**config.mk**
```make
export PLATFORM = sky130hd
export DESIGN_NAME = ram_sp_burst_master_flat
export DESIGN_NICKNAME = d
export VERILOG_FILES = /design/src/rtl/ram_sp_burst_master_if.sv /design/src/rtl/ram_sp_burst_master.sv /design/src/flat_wrapper.sv
export SDC_FILE = /design/constraint.sdc
export NUM_CORES = 1
export LEC_CHECK = 0
export BUFFER_PORTS_ARGS = -buffer_cell sky130_fd_sc_hd__buf_2
export CAP_MARGIN = 30
export CELL_PAD_IN_SITES_DETAIL_PLACEMENT = 0
export CELL_PAD_IN_SITES_GLOBAL_PLACEMENT = 2
export CORE_MARGIN = 1.5
export CORE_UTILIZATION = 34
export DETAILED_ROUTE_END_ITERATION = 7
export GPL_TIMING_DRIVEN = 1
export PLACE_DENSITY_LB_ADDON = 0.1
export SLEW_MARGIN = 5
export SYNTH_ARGS = -nofsm -noshare
export SYNTH_HDL_FRONTEND = slang
export SYNTH_SLANG_ARGS = --single-unit
```
**constraint.sdc**
```tcl
create_clock -name clock -period 7.5 [get_ports clock]
set_clock_uncertainty 0.15 [all_clocks]
set_input_delay 1.125 -clock clock [delete_from_list [all_inputs] [get_ports clock]]
set_output_delay 1.125 -clock clock [all_outputs]
set_load 0.03 [all_outputs]
```
**src/rtl/ram_sp_burst_master_if.sv**
```systemverilog
// Signal bundle for ram_sp_burst_master: command, write stream, read stream, status and RAM port.
// Handshakes: a command or beat transfers on a rising clock edge where valid && ready are both high;
// valid never waits on ready, and the payload stays stable while valid is high and ready is low.
interface ram_sp_burst_master_if #(
    parameter int DATA_WIDTH = 32,
    parameter int ADDR_WIDTH = 4,
    parameter int LEN_WIDTH  = 4
);
    logic                  cmd_valid;
    logic                  cmd_ready;
    logic                  cmd_write;
    logic [ADDR_WIDTH-1:0] cmd_addr;
    logic [LEN_WIDTH-1:0]  cmd_len;
    logic                  wr_valid;
    logic                  wr_ready;
    logic [DATA_WIDTH-1:0] wr_data;
    logic                  rd_valid;
    logic                  rd_ready;
    logic [DATA_WIDTH-1:0] rd_data;
    logic                  rd_last;
    logic                  busy;
    logic                  done;
    logic                  err;
    logic                  ram_cen;
    logic                  ram_wen;
    logic [ADDR_WIDTH-1:0] ram_addr;
    logic [DATA_WIDTH-1:0] ram_din;
    logic [DATA_WIDTH-1:0] ram_dout;

    modport master (
        input  cmd_valid, cmd_write, cmd_addr, cmd_len, wr_valid, wr_data, rd_ready, ram_dout,
        output cmd_ready, wr_ready, rd_valid, rd_data, rd_last, busy, done, err,
               ram_cen, ram_wen, ram_addr, ram_din
    );

    modport slave (
        output cmd_valid, cmd_write, cmd_addr, cmd_len, wr_valid, wr_data, rd_ready, ram_dout,
        input  cmd_ready, wr_ready, rd_valid, rd_data, rd_last, busy, done, err,
               ram_cen, ram_wen, ram_addr, ram_din
    );
endinterface

```
**src/rtl/ram_sp_burst_master.sv**
```systemverilog
// Burst initiator for a single-port synchronous-read RAM; write and read bursts over valid/ready streams.
// Optional build macro RAM_BURST_BOUND_CHECK_EN: reject commands that run past DEPTH instead of wrapping.
module ram_sp_burst_master #(
    parameter int DATA_WIDTH = 32,
    parameter int DEPTH      = 16,
    parameter int LEN_WIDTH  = 4
) (
    input  logic                  clock,
    input  logic                  reset,
    ram_sp_burst_master_if.master bus,
    output logic [1:0]            dbg_state
);
    localparam int ADDR_WIDTH = $clog2(DEPTH);
    localparam int CNT_WIDTH  = LEN_WIDTH + 1;

    typedef enum logic [1:0] {IDLE = 2'd0, WR = 2'd1, RD = 2'd2, RD_DRAIN = 2'd3} state_t;

    state_t                state, state_nxt;
    logic [ADDR_WIDTH-1:0] addr_q, addr_nxt;
    logic [CNT_WIDTH-1:0]  rem_q, rem_nxt;
    logic [LEN_WIDTH-1:0]  len_q;
    logic [CNT_WIDTH-1:0]  pop_idx;
    logic                  inflight;
    logic [DATA_WIDTH-1:0] buf_mem [2];
    logic                  wr_ptr, rd_ptr;
    logic [1:0]            buf_cnt;
    logic                  done_q, done_nxt, err_q, err_nxt;
    logic                  accept, reject, issue, pop;
    logic [2:0]            occ;

`ifdef RAM_BURST_BOUND_CHECK_EN
    localparam int SUM_WIDTH = ADDR_WIDTH + LEN_WIDTH + 1;
    logic [SUM_WIDTH-1:0] end_sum;
    assign end_sum = SUM_WIDTH'(bus.cmd_addr) + SUM_WIDTH'(bus.cmd_len) + SUM_WIDTH'(1);
    assign reject  = end_sum > SUM_WIDTH'(DEPTH);
`else
    assign reject = 1'b0;
`endif

    assign bus.rd_valid = (buf_cnt != 2'd0);
    assign bus.rd_data  = buf_mem[rd_ptr];
    assign bus.rd_last  = bus.rd_valid && (pop_idx == {1'b0, len_q});
    assign bus.busy     = (state != IDLE);
    assign bus.done     = done_q;
    assign bus.err      = err_q;
    assign dbg_state    = state;

    assign pop = bus.rd_valid && bus.rd_ready;
    // Buffered plus in-flight beats; a pop this cycle frees a slot for a same-cycle issue.
    assign occ = {1'b0, buf_cnt} + {2'b00, inflight};

    always_comb begin
        state_nxt     = state;
        addr_nxt      = addr_q;
        rem_nxt       = rem_q;
        done_nxt      = 1'b0;
        err_nxt       = 1'b0;
        accept        = 1'b0;
        issue         = 1'b0;
        bus.cmd_ready = 1'b0;
        bus.wr_ready  = 1'b0;
        bus.ram_cen   = 1'b0;
        bus.ram_wen   = 1'b0;
        bus.ram_addr  = '0;
        bus.ram_din   = '0;
        case (state)
            IDLE: begin
                bus.cmd_ready = 1'b1;
                if (bus.cmd_valid) begin
                    accept = 1'b1;
                    if (reject) begin
                        done_nxt = 1'b1;
                        err_nxt  = 1'b1;
                    end else begin
                        addr_nxt  = bus.cmd_addr;
                        rem_nxt   = CNT_WIDTH'(bus.cmd_len) + CNT_WIDTH'(1);
                        state_nxt = bus.cmd_write ? WR : RD;
                    end
                end
            end
            WR: begin
                bus.wr_ready = 1'b1;
                bus.ram_cen  = bus.wr_valid;
                bus.ram_wen  = bus.wr_valid;
                bus.ram_addr = addr_q;
                bus.ram_din  = bus.wr_data;
                if (bus.wr_valid) begin
                    addr_nxt = addr_q + ADDR_WIDTH'(1);
                    rem_nxt  = rem_q - CNT_WIDTH'(1);
                    if (rem_q == CNT_WIDTH'(1)) begin
                        state_nxt = IDLE;
                        done_nxt  = 1'b1;
                    end
                end
            end
            RD: begin
                if (occ < (3'd2 + {2'b00, pop})) begin
                    issue        = 1'b1;
                    bus.ram_cen  = 1'b1;
                    bus.ram_addr = addr_q;
                    addr_nxt     = addr_q + ADDR_WIDTH'(1);
                    rem_nxt      = rem_q - CNT_WIDTH'(1);
                    if (rem_q == CNT_WIDTH'(1)) state_nxt = RD_DRAIN;
                end
            end
            RD_DRAIN: begin
                if (pop && bus.rd_last) begin
                    state_nxt = IDLE;
                    done_nxt  = 1'b1;
                end
            end
            default: state_nxt = IDLE;
        endcase
    end

    always_ff @(posedge clock or posedge reset) begin
        if (reset) begin
            state      <= IDLE;
            addr_q     <= '0;
            rem_q      <= '0;
            len_q      <= '0;
            pop_idx    <= '0;
            inflight   <= 1'b0;
            wr_ptr     <= 1'b0;
            rd_ptr     <= 1'b0;
            buf_cnt    <= 2'd0;
            buf_mem[0] <= '0;
            buf_mem[1] <= '0;
            done_q     <= 1'b0;
            err_q      <= 1'b0;
        end else begin
            state    <= state_nxt;
            addr_q   <= addr_nxt;
            rem_q    <= rem_nxt;
            done_q   <= done_nxt;
            err_q    <= err_nxt;
            inflight <= issue;
            if (accept && !reject) begin
                len_q   <= bus.cmd_len;
                pop_idx <= '0;
            end else if (pop) begin
                pop_idx <= pop_idx + CNT_WIDTH'(1);
            end
            // RAM data is registered, so it lands in the buffer one cycle after its issue.
            if (inflight) begin
                buf_mem[wr_ptr] <= bus.ram_dout;
                wr_ptr          <= ~wr_ptr;
            end
            if (pop) rd_ptr <= ~rd_ptr;
            buf_cnt <= buf_cnt + {1'b0, inflight} - {1'b0, pop};
        end
    end
endmodule

```
**src/flat_wrapper.sv**
```systemverilog
// flat-port wrapper written by rule: the top's interface ports become plain ports
module ram_sp_burst_master_flat 
#(
    parameter int DATA_WIDTH = 32,
    parameter int DEPTH      = 16,
    parameter int LEN_WIDTH  = 4
)
  (clock, reset, dbg_state, bus_cmd_valid, bus_cmd_write, bus_cmd_addr, bus_cmd_len, bus_wr_valid, bus_wr_data, bus_rd_ready, bus_ram_dout, bus_cmd_ready, bus_wr_ready, bus_rd_valid, bus_rd_data, bus_rd_last, bus_busy, bus_done, bus_err, bus_ram_cen, bus_ram_wen, bus_ram_addr, bus_ram_din);
  ram_sp_burst_master_if #(.DATA_WIDTH(DATA_WIDTH), .ADDR_WIDTH((4)), .LEN_WIDTH(LEN_WIDTH)) bus_i ();
  input  logic clock;
  input  logic reset;
  output logic [1:0] dbg_state;
  input wire logic [$bits(bus_i.cmd_valid)-1:0] bus_cmd_valid;
  input wire logic [$bits(bus_i.cmd_write)-1:0] bus_cmd_write;
  input wire logic [$bits(bus_i.cmd_addr)-1:0] bus_cmd_addr;
  input wire logic [$bits(bus_i.cmd_len)-1:0] bus_cmd_len;
  input wire logic [$bits(bus_i.wr_valid)-1:0] bus_wr_valid;
  input wire logic [$bits(bus_i.wr_data)-1:0] bus_wr_data;
  input wire logic [$bits(bus_i.rd_ready)-1:0] bus_rd_ready;
  input wire logic [$bits(bus_i.ram_dout)-1:0] bus_ram_dout;
  output wire logic [$bits(bus_i.cmd_ready)-1:0] bus_cmd_ready;
  output wire logic [$bits(bus_i.wr_ready)-1:0] bus_wr_ready;
  output wire logic [$bits(bus_i.rd_valid)-1:0] bus_rd_valid;
  output wire logic [$bits(bus_i.rd_data)-1:0] bus_rd_data;
  output wire logic [$bits(bus_i.rd_last)-1:0] bus_rd_last;
  output wire logic [$bits(bus_i.busy)-1:0] bus_busy;
  output wire logic [$bits(bus_i.done)-1:0] bus_done;
  output wire logic [$bits(bus_i.err)-1:0] bus_err;
  output wire logic [$bits(bus_i.ram_cen)-1:0] bus_ram_cen;
  output wire logic [$bits(bus_i.ram_wen)-1:0] bus_ram_wen;
  output wire logic [$bits(bus_i.ram_addr)-1:0] bus_ram_addr;
  output wire logic [$bits(bus_i.ram_din)-1:0] bus_ram_din;
  assign bus_i.cmd_valid = bus_cmd_valid;
  assign bus_i.cmd_write = bus_cmd_write;
  assign bus_i.cmd_addr = bus_cmd_addr;
  assign bus_i.cmd_len = bus_cmd_len;
  assign bus_i.wr_valid = bus_wr_valid;
  assign bus_i.wr_data = bus_wr_data;
  assign bus_i.rd_ready = bus_rd_ready;
  assign bus_i.ram_dout = bus_ram_dout;
  assign bus_cmd_ready = bus_i.cmd_ready;
  assign bus_wr_ready = bus_i.wr_ready;
  assign bus_rd_valid = bus_i.rd_valid;
  assign bus_rd_data = bus_i.rd_data;
  assign bus_rd_last = bus_i.rd_last;
  assign bus_busy = bus_i.busy;
  assign bus_done = bus_i.done;
  assign bus_err = bus_i.err;
  assign bus_ram_cen = bus_i.ram_cen;
  assign bus_ram_wen = bus_i.ram_wen;
  assign bus_ram_addr = bus_i.ram_addr;
  assign bus_ram_din = bus_i.ram_din;
  ram_sp_burst_master #(.DATA_WIDTH(DATA_WIDTH), .DEPTH(DEPTH), .LEN_WIDTH(LEN_WIDTH)) u_core (.clock(clock), .reset(reset), .bus(bus_i), .dbg_state(dbg_state));
endmodule
```
==> results by group, run 1 <==
STA
  • Hold Fails Final Rpt: 0
  • RSZ-0062 raised after global routing: false
  • Period utilization: a little under half
  • Rel. slew slack: between 40% and 50%
  • Setup violators final: 0
  • Minimum clock period: 3.55 ns
  • Final Max Slew Viols: 0
  • Setup TNS: 0 ns
  • Tightest Pin Transition: 0.787 ns
  • Fmax: about 0.28 GHz

Critical path
  • Data arrival time of the critical path: 2.27 ns
  • Worst setup SP type: primary input
  • Critical path endpoint category: primary output
  • R2r worst-path depth: 8
  • Critical Path RT: slightly above 6 ns
  • R2r startpoint: u_core.buf_cnt[0]
  • Worst setup path startpoint: bus_rd_ready
  • Kind of critical path: primary input to primary output
  • Crit path to: bus_ram_addr[1]
  • Worst R2R Setup Slack: 5.14 ns
  • Crit-path max FO: 4
  • RR Endpoint: u_core.rem_q[0]

Clock tree
  • CTS buffer count: 9
  • Post-CTS Setup Bufs: 0
  • Post-CTS Hold Buffers: 0
  • Root Driver: clkbuf_16
  • Clock latency at the later pin of the worst-skew pair: 0.34 ns
  • Clock transition at the registers of the reported paths: 0.06 ns
  • H-tree levels: 3
  • Post-cts resize count: 0
  • CTS tree: done
  • CTS Buffer Depth: 2
  • TritonCTS Sinks: 90

Floorplan
  • Core ar.: 13100 um^2
  • Total die area: 14100 um^2
  • Die Y: about 120 um
  • Initial core utilization: 34.7%
  • Die width: 119 um
  • Row count: 42
  • IO Pins: 157

Global route
  • First-pass GRT wire length: 16.7 mm
  • GRT overflow: 0
  • Initial antenna violation count: 0
  • Largest net degree at the start of global routing: 58
  • Vias in the first global route: 3273
  • All-Layer GR Usage: between 10% and 20%

Yosys
  • Syn Nets: 462
  • Synth Flop Type: dfrtp_1
  • Post-synth cell types: 37
  • YS warnings: 0
  • Cells after Synth: 371
  • Avg Synthesized Cell Area: roughly 12 um^2
  • Post-synth EDFFs: 0
  • Synth Register Bits: 90
  • Synth Cell Area: 4560 um^2
  • Synth async-reset ratio: 100%
  • Post-synthesis sequential area ratio: between 40 and 50%

Cells and area
  • Most frequent cells in the layout: 155 x buf_2, 102 x mux2_2, 90 x dfrtp_1, 38 x and2_1
  • Non-filler cells in the finished layout: 703
  • N_diodes: 0
  • Layout cells sized above 1: 53.9%
  • Nets: about 620
  • Filler cells: 1261
  • Commonest non-fill, non-tap cell in the layout: buf_2
  • Area growth syn-to-layout: 27.6%
  • Final instance area: 5810 um^2

Pwr
  • Sw Pwr: approximately 1.2 mW
  • Power share of the combinational group: 55.0%
  • Switching Share: 43.0%
  • Flop pwr share: between 30% and 40%
  • Leakage: 2.83 nW
  • Pint: 1.65 mW
  • Clock Power Share: 13.9%
  • Final Power: 2.89 mW
  • Power per cell area: roughly 500 nW/um^2
  • Max VDD drop: between 0.1 and 0.15 mV

Run status
  • Status: finished, final reports clean

Route
  • Number of vias per cell: 4.62
  • Final WL: roughly 10 mm
  • Avg WL per Cell: 14.6 um
  • Number of remaining DRC errors: 0
  • DR pass1 iterations: 4
  • DR iter-0 viols: 93
  • Via Count: 3247
  • Routed Antenna Nets: 0

Worst hold path
  • Hold WC Path Type: register to register

Placement
  • Placed cell areas: roughly 5500 um^2
  • PortBufs: between 150 and 200
  • Placed cells: 688
  • Routability cong.: 0.719
  • Final HPWL DP: 7.47 mm

Job
  • Max-Cap Viols: 0
state kept, by name, summed over array words and instances, names as in the netlist:
name              count
u_core.buf_mem       64
u_core.pop_idx        5
u_core.rem_q          5
u_core.addr_q         4
u_core.len_q          4
u_core.buf_cnt        2
u_core.dbg_state      2
u_core.bus.done       1
u_core.inflight       1
u_core.rd_ptr         1
u_core.wr_ptr         1
critical path, cell delays in order:
cell     delay [ns]
buf_2          0.09
o21ai_2        0.08
o21ai_0        0.23
and3b_1        0.27
o21a_1         0.16
and2_1         0.13
buf_2          0.19
metrics by stage:
stage	utilization, %	setup slack [ns]	hold slack, ns
6_report	44.2	3.95	0.350
2_1_floorplan	-	3.89	0.313
3_3_place_gp	41.9	3.98	0.331
5_1_grt	44.2	3.78	0.362
4_1_cts	44.1	3.89	0.355
3_5_place_dp	42.2	3.92	0.339
routing by layer:
| layer | track usage [%] | vias up | routed length, um |
|---|---|---|---|
| li1 | - | 1581 | - |
| met1 | 19.0 | 1597 | 4560 |
| met2 | 25.5 | 55 | 5200 |
| met3 | 4.10 | 14 | 332 |
| met4 | 5.12 | 0 | 161 |
| met5 | 0 | - | 0 |
area by class of cell:
cell class / count / area, um^2 / area share [%]
Inverter: 13 / 50.0 / 0.861
Clock inverter: 3 / 17.5 / 0.301
Sequential cell: 90 / 2250 / 38.7
Timing Repair Buffer: 161 / 852 / 14.7
Clock buffer: 11 / 243 / 4.18
Multi-Input combinational cell: 249 / 2180 / 37.5
Tap cell: 176 / 220 / 3.79
synth_stat cells, drive strengths merged (4+ instances only):
library cell | number | area (um^2)
xor2 | 9 | 78.8
mux2 | 102 | 1150
buf | 10 | 50.0
o21ai | 8 | 43.8
nand3 | 8 | 40.0
xnor2 | 5 | 43.8
inv | 13 | 48.8
nand2 | 13 | 48.8
and2 | 38 | 238
clkbuf | 9 | 33.8
a21oi | 10 | 50.1
ha | 13 | 163
nand3b | 4 | 30.0
nor2 | 12 | 45.0
dfrtp | 90 | 2250
mux2i | 4 | 40.0
power by group through the flow:
stage	Sequential, mW	Clock [mW]	Combinational [mW]
floorplan	0.854	0	1.26
global placement	0.894	0	1.57
detailed placement	0.909	0	1.61
CTS	0.901	0.419	1.61
global route	0.936	0.444	1.73
finish	0.898	0.403	1.59
worst min-delay path by stage:
stage | to | from | cells after the start | slack (ns)
finish | u_core.buf_mem[12] | u_core.buf_mem[12] | 1 | 0.35
global placement | u_core.buf_mem[6] | u_core.buf_mem[6] | 1 | 0.33
detailed placement | u_core.buf_mem[12] | u_core.buf_mem[12] | 1 | 0.34
floorplan | u_core.wr_ptr | u_core.wr_ptr | 1 | 0.31
CTS | u_core.buf_mem[12] | u_core.buf_mem[12] | 1 | 0.35
global route | u_core.buf_mem[43] | u_core.buf_mem[43] | 1 | 0.36
cell families (layout without fill, tap and decap cells):
kind of cell | count (synthesis) | count (layout) | share of synthesized area (%)
xor gates and xnor gates | 14 | 14 | 2.69
muxes | 106 | 106 | 26.1
DFF | 90 | 90 | 49.4
AOI/OAI and AO/OA | 26 | 26 | 4.01
and+or+nand+nor | 89 | 89 | 11.2
buffers and inverters | 32 | 188 | 2.91
adders and majority gates | 13 | 13 | 3.57
other | 1 | 1 | 0.0823
Power figures use the tool's default switching activity.
==> inputs of run 2 (changes only) <==
--- a/config.mk
+++ b/config.mk
@@ -5,12 +5,13 @@
 export SDC_FILE = /design/constraint.sdc
 export NUM_CORES = 1
 export LEC_CHECK = 0
+export ABC_AREA = 1
 export BUFFER_PORTS_ARGS = -buffer_cell sky130_fd_sc_hd__buf_2
 export CAP_MARGIN = 30
 export CELL_PAD_IN_SITES_DETAIL_PLACEMENT = 0
 export CELL_PAD_IN_SITES_GLOBAL_PLACEMENT = 2
 export CORE_MARGIN = 1.5
-export CORE_UTILIZATION = 34
+export CORE_UTILIZATION = 25
 export DETAILED_ROUTE_END_ITERATION = 7
 export GPL_TIMING_DRIVEN = 1
 export PLACE_DENSITY_LB_ADDON = 0.1
==> constraint.sdc (replaced) <==
create_clock -name clock -period 3.05 [get_ports clock]
set_clock_uncertainty 0.15 [all_clocks]
set_input_delay 0.4575 -clock clock [delete_from_list [all_inputs] [get_ports clock]]
set_output_delay 0.4575 -clock clock [all_outputs]
set_load 0.03 [all_outputs]
==> run 2 against run 1 <==
The run now ends with DRC left. Sequential share of layout area fell by 1.2 points. Via count rose by 29%. Highest routed layer unchanged. Critical path type is now register to primary output. Sequential power rose by 140%.
==> results by group, run 2 <==
Floorplan
  • Die Y: 140 um (+18%)
  • Row count: 49 (+17%)
  • Initial core utilization: 25.7% (-9.0 points)
  • Die width: 140 um (+18%)
  • Total die area: 19500 um^2 (+38%)
  • IO Pins: 157 (unchanged)
  • Core ar.: 18100 um^2 (+38%)

Placement
  • Final HPWL DP: 9.03 mm (+21%)
  • PortBufs: 155 (unchanged)
  • Placed cell areas: 5700 um^2 (+3.0%)
  • Placed cells: 988 (+44%)
  • Pre-CTS WS: 0.796 ns (-3.12 ns)
  • Routability cong.: 0.720 (+0.13%)

Critical path
  • Worst setup SP type: register
  • CP Cell Sequence: ha_1 > ha_1 > nand2_2 > nand2_4 > nor2_2 > o21ai_1 > nor2_1 > buf_2
  • CP max stage delay: 0.42 ns (+0.15 ns)
  • Crit path max-delay family: adder cells
  • Crit-path max FO: 4 (unchanged)
  • Critical Path RT: 2.44 ns (-3.78 ns)
  • Worst R2R Setup Slack: 1.04 ns (-4.10 ns)
  • Data arrival time of the critical path: 2.00 ns (-0.27 ns)
  • CP max stage cell: dfrtp_1
  • Kind of critical path: register to primary output
  • Most frequent CP cell: ha_1
  • Bufs and invs on worst path: 1 (-1)
  • Critical path endpoint category: primary output

Pwr
  • Power share of the combinational group: 54.2% (-0.8 points)
  • Power per cell area: 1190 nW/um^2 (+140%)
  • Flop pwr share: 29.9% (-1.2 points)
  • Pint: 3.66 mW (+120%)
  • Max VDD drop: 0.400 mV (+180%)
  • Switching Share: 48.8% (+5.8 points)
  • Clock Power Share: 15.9% (+2.0 points)
  • Leakage: 3.59 nW (+27%)
  • Sw Pwr: 3.48 mW (+180%)
  • Final Power: 7.14 mW (+150%)

Clock tree
  • H-tree levels: 3 (unchanged)
  • CTS tree: done
  • TritonCTS Sinks: 90 (unchanged)
  • Post-cts resize count: 0 (unchanged)
  • Post-CTS Hold Buffers: 0 (unchanged)
  • Clock latency at the later pin of the worst-skew pair: 0.34 ns (about the same)
  • Root Driver: clkbuf_16
  • Post-CTS Setup Bufs: 0 (unchanged)
  • CTS Buffer Depth: 2 (unchanged)
  • Clock transition at the registers of the reported paths: 0.07 ns (about the same)
  • CTS buffer count: 9 (unchanged)

STA
  • Fmax: about 0.38 GHz
  • Final Max Slew Viols: 0 (unchanged)
  • Fin Hold WS: 0.0164 ns (-0.333 ns)
  • Hold Fails Final Rpt: 0 (unchanged)
  • RSZ-0062 raised after global routing: false
  • Period utilization: roughly 85%
  • Setup violators final: 0 (unchanged)
  • Rel. slew slack: 53.1% (+5.5 points)
  • Minimum clock period: 2.61 ns
  • Tightest Pin Transition: 0.704 ns (-0.0830 ns)
  • Setup TNS: 0 ns (unchanged)
  • Final WS setup: 0.443 ns (-3.51 ns)

Yosys
  • Post-synth cell types: 32 (-14%)
  • Cells after Synth: 619 (+67%)
  • Post-synthesis cell type with the largest combined area: dfrtp_1
  • YS warnings: 0 (unchanged)
  • Most frequent cell after synthesis: nand2_1
  • Post-synthesis sequential area ratio: 48.2% (-1.2 points)
  • Avg Synthesized Cell Area: 7.54 um^2 (-39%)
  • Commonest cells in the netlist: 236 x nand2_1, 97 x inv_1, 90 x dfrtp_1, 59 x o21ai_0, 27 x o21ai_1
  • Syn Nets: 710 (+54%)
  • Post-synth EDFFs: 0 (unchanged)
  • Synth Cell Area: 4670 um^2 (+2.5%)
  • Synth top area cells: dfrtp_1 48%, nand2_1 19%, inv_1 7.8%, o21ai_0 6.3%, ha_1 3.5%
  • Synth Flop Type: dfrtp_1
  • Synth Register Bits: 90 (unchanged)
  • Synth top area share: 48.2% (-1.2 points)
  • Synth async-reset ratio: 100% (unchanged)

Route
  • Routed Antenna Nets: 0 (unchanged)
  • Final WL: 12.4 mm (+21%)
  • Number of remaining DRC errors: 7 (+7)
  • DR pass1 iterations: 6 (+2)
  • Avg WL per Cell: 12.3 um (-15%)
  • Number of vias per cell: 4.18 (-9.5%)
  • Via Count: 4196 (+29%)
  • DR iter-0 viols: 184 (+98%)

Global route
  • Global routing usage on met3: 3.10% (-1.0 points)
  • GRT overflow: 0 (unchanged)
  • Initial antenna violation count: 0 (unchanged)
  • M1 GR Usage: 16.6% (-2.4 points)
  • Busiest grt layer: met2
  • First-pass GRT wire length: 20.5 mm (+23%)
  • All-Layer GR Usage: 13.1% (-2.2 points)
  • Met2 Use GR: 21.9% (-3.7 points)
  • Largest net degree at the start of global routing: 44 (-24%)
  • Vias in the first global route: 4218 (+29%)

Cells and area
  • Final instance area: 6010 um^2 (+3.3%)
  • Biggest regs: u_core.buf_mem (64), u_core.pop_idx (5), u_core.rem_q (5)
  • Top reg by flops: u_core.buf_mem
  • Layout cells sized above 1: 26.6% (-27 points)
  • Max reg flops: 64 (unchanged)
  • N_diodes: 0 (unchanged)
  • Area growth syn-to-layout: 28.7%
  • Non-filler cells in the finished layout: 1004 (+43%)
  • Util after Layout: 33.1% (-11 points)
  • Commonest non-fill, non-tap cell in the layout: nand2_1
  • Most frequent cells in the layout: 235 x nand2_1, 155 x buf_2, 96 x inv_1, 90 x dfrtp_1, 59 x o21ai_0
  • Nets: 861 (+40%)

Run status
  • Failing checks: DRC
  • Status: complete, but fails checks

Worst hold path
  • Hold WC Path Type: primary input to asynchronous set/reset pin

Job
  • Max-Cap Viols: 0 (unchanged)
run 2: changes by cell type after synthesis, sizes merged, moves of 3 or more:
cell    change
a21oi       -3
and2       -38
clkbuf      +7
inv        +87
mux2      -102
nand2     +229
nand2b      -3
nand3       +4
nand3b      -4
o21ai      +83
xor2        -4
run 2: cells by family after synthesis:
logic type      share of synthesized area, %
simple gates                            23.9
buf+inv                                 10.9
compound gates                          11.6
flops                                   48.2
fa+ha+maj                               3.48
xor+xnor                                1.50
mux                                    0.429
other cells                           0.0803
run 2: final cells by class:
type | instances | area [um^2]
fill | 1972 | 12100
sequential | 90 | 2250
multi-input combinational | 400 | 1910
timing repair buffer | 167 | 866
inverter | 102 | 385
tap | 229 | 287
clock buffer | 11 | 243
clock inverter | 5 | 61.3
run 2: final timing paths:
kind / start / to / cells after the start
max in group asynchronous: reset / u_core.buf_mem[11] / 3
max: u_core.buf_cnt[0] / bus_ram_addr[2] / 8
min reg2reg: u_core.buf_mem[6] / u_core.buf_mem[6] / 2
min: reset / u_core.len_q[2] / 2
max reg2reg: u_core.dbg_state[0] / u_core.rem_q[4] / 6
min in group clock: bus_cmd_len[1] / u_core.len_q[1] / 3
run 2: power groups by stage:
stage	clock (mW)	sequential, mW	combinational [mW]
floorplan	0	2.09	2.90
global placement	0	2.14	3.91
detailed placement	0	2.15	3.95
CTS	1.19	2.13	3.96
global route	1.24	2.21	4.37
finish	1.14	2.13	3.87
run 2: metal layers:
| layer | wire length (um) | up-vias |
|---|---|---|
| met5 | 0 | - |
| met1 | 5710 | 1886 |
| met2 | 5710 | 116 |
| li1 | - | 2182 |
| met4 | 163 | 0 |
| met3 | 805 | 12 |
==> inputs of run 3 (changes only) <==
==> constraint.sdc (replaced) <==
create_clock -name clock -period 3.05 [get_ports clock]
set_clock_uncertainty 0.15 [all_clocks]
set_input_delay 0.61 -clock clock [delete_from_list [all_inputs] [get_ports clock]]
set_output_delay 0.61 -clock clock [all_outputs]
set_load 0.03 [all_outputs]
==> run 3 against run 2 <==
The run still ends with DRC left. Sequential share of layout area up 0.12 points. Global-route usage about the same. Design area down 0.31%. Combinational power about the same. Non-clock buffer count down 5. Setup slack worse by 0.17 ns. Register-to-register slack about the same. First-iteration DRC count up 28%. Sequential power about the same. Via count down 0.24%. Die area unchanged. Core utilization down 0.10 points.
==> results by group, run 3 (same netlist as run 2, synthesis figures left out) <==
Run status
  • Status: complete, but fails checks
  • Failing checks: DRC

Floorplan
  • IO Pins: 157 (unchanged)
  • Die Y: 140 um (unchanged)
  • Die width: 140 um (unchanged)
  • Total die area: 19500 um^2 (unchanged)
  • Core ar.: 18100 um^2 (unchanged)
  • Initial core utilization: 25.7% (unchanged)
  • Row count: 49 (unchanged)

Critical path
  • CP Cell Sequence: ha_1 > ha_1 > nand2_2 > nand2_4 > nor2_2 > o21ai_1 > nor2_1 > buf_2
  • Worst setup SP type: register
  • Critical path endpoint category: primary output
  • CP max stage delay: 0.41 ns (about the same)
  • Most frequent CP cell: ha_1
  • R2r startpoint: u_core.dbg_state[1]
  • Crit-path max FO: 4 (unchanged)
  • Data arrival time of the critical path: 2.02 ns (+0.02 ns)
  • Worst R2R Setup Slack: 1.03 ns (about the same)
  • CP max stage cell: dfrtp_1
  • R2r worst-path depth: 6 (unchanged)
  • Kind of critical path: register to primary output
  • RR Endpoint: u_core.rem_q[4]
  • Critical Path RT: 2.29 ns (-0.15 ns)

Route
  • DR iter-0 viols: 236 (+28%)
  • Final WL: 12.5 mm (+0.79%)
  • Number of vias per cell: 4.19 (+0.16%)
  • Via Count: 4186 (-0.24%)
  • DR pass1 iterations: 8 (+2)
  • Number of remaining DRC errors: 14 (+7)
  • Routed Antenna Nets: 0 (unchanged)
  • Avg WL per Cell: 12.5 um (+1.2%)

STA
  • RSZ-0062 raised after global routing: false
  • Tightest Pin Transition: 0.827 ns (+0.122 ns)
  • Hold Fails Final Rpt: 0 (unchanged)
  • Rel. slew slack: 44.9% (-8.2 points)
  • Fin Hold WS: 0.238 ns (+0.222 ns)
  • Setup violators final: 0 (unchanged)
  • Final Max Slew Viols: 0 (unchanged)
  • Setup TNS: 0 ns (unchanged)
  • Period utilization: 91.1% (+5.6 points)
  • Fmax: 0.360 GHz (-6.1%)
  • Minimum clock period: 2.78 ns (+0.171 ns)
  • Final WS setup: 0.272 ns (-0.171 ns)

Clock tree
  • Post-CTS Hold Buffers: 0 (unchanged)
  • CTS Buffer Depth: 2 (unchanged)
  • TritonCTS Sinks: 90 (unchanged)
  • Root Driver: clkbuf_16
  • Clock transition at the registers of the reported paths: 0.07 ns (about the same)
  • Post-cts resize count: 0 (unchanged)
  • CTS tree: done
  • CTS buffer count: 9 (unchanged)
  • Clock latency at the later pin of the worst-skew pair: 0.34 ns (about the same)
  • H-tree levels: 3 (unchanged)
  • Post-CTS Setup Bufs: 0 (unchanged)

Pwr
  • Max VDD drop: 0.461 mV (+15%)
  • Leakage: 3.56 nW (-1.0%)
  • Power per cell area: 1180 nW/um^2 (-0.69%)

Cells and area
  • Nets: 856 (-0.58%)
  • Layout cells sized above 1: 26.1% (-0.48 points)
  • Top reg by flops: u_core.buf_mem
  • Most frequent cells in the layout: 235 x nand2_1, 155 x buf_2, 96 x inv_1, 90 x dfrtp_1, 59 x o21ai_0
  • Util after Layout: 33.0% (-0.10 points)
  • Max reg flops: 64 (unchanged)
  • Area growth syn-to-layout: 28.2%
  • Biggest regs: u_core.buf_mem (64), u_core.pop_idx (5), u_core.rem_q (5)
  • Commonest non-fill, non-tap cell in the layout: nand2_1

Placement
  • PortBufs: 155 (unchanged)
  • Routability cong.: 0.736 (+2.1%)
  • Pre-CTS WS: 0.589 ns (-0.207 ns)
  • Final HPWL DP: 8.86 mm (-1.9%)

Global route
  • All-Layer GR Usage: 13.1% (about the same)
  • Vias in the first global route: 4085 (-3.2%)
  • Largest net degree at the start of global routing: 45 (+2.3%)
  • GRT overflow: 0 (unchanged)
  • Initial antenna violation count: 1 (+1)
  • First-pass GRT wire length: 20.5 mm (-0.23%)

Job
  • Max-Cap Viols: 0 (unchanged)

Worst hold path
  • Hold WC Path Type: primary input to asynchronous set/reset pin
[run 3: changes by cell type in the layout (fill, tap and decap cells not counted), sizes merged]
cell and delta:
inv -1, diode +1, clkinvlp +5, bufinv -1, clkinv -3, buf -5
[run 3: final cells by class]
cell class	count	area, um^2
sequential	90	2250
timing repair buffer	162	866
fill	2002	12200
clock buffer	11	243
clock inverter	5	38.8
inverter	102	387
antenna	1	2.50
multi-input combinational	400	1910
tap	229	287
[run 3: layer usage]
layer	wire, um	up-vias	GRT usage [%]
met5	0	-	0
met2	5800	120	21.4
li1	-	2170	-
met3	713	10	3.06
met4	91	0	3.66
met1	5880	1886	17.2
[run 3: report_power, final]
| group | total [mW] | internal (mW) | switching (mW) | leakage (nW) |
|---|---|---|---|---|
| combinational | 3.88 | 1.21 | 2.67 | 2.33 |
| clock | 1.06 | 0.578 | 0.486 | 0.124 |
| sequential | 2.13 | 1.79 | 0.339 | 1.10 |
[run 3: worst max-delay path by stage]
stage                     slack (ns)  cells after the start           startpoint               to
after floorplan                 0.47                      6  u_core.dbg_state[1]      bus_ram_cen
after global placement          0.63                      8    u_core.buf_cnt[0]  bus_ram_addr[2]
after detailed placement        0.59                      8      u_core.inflight  bus_ram_addr[0]
after CTS                       0.21                      8      u_core.inflight  bus_ram_addr[0]
after global routing            0.14                      8      u_core.inflight  bus_ram_addr[0]
final                           0.27                      8    u_core.buf_cnt[0]  bus_ram_addr[0]
[run 3: critical path: cells and delay by family (launching register included)]
family                     cells  cell delay (ns)
DFF                            1             0.41
AOI/OAI and AO/OA              1             0.16
adders and majority gates      2             0.49
buffers and inverters          1             0.20
and+or+nand+nor                4             0.42
[run 3: stage by stage]
stage | instances | power (mW) | instance area (um^2)
finish | 1000 | 7.07 | 5990
global route | 999 | 7.73 | 5980
CTS | 999 | 7.22 | 5980
detailed placement | 983 | 6.10 | 5700
global placement | 983 | 6.05 | 5700
floorplan | 619 | 4.99 | 4670
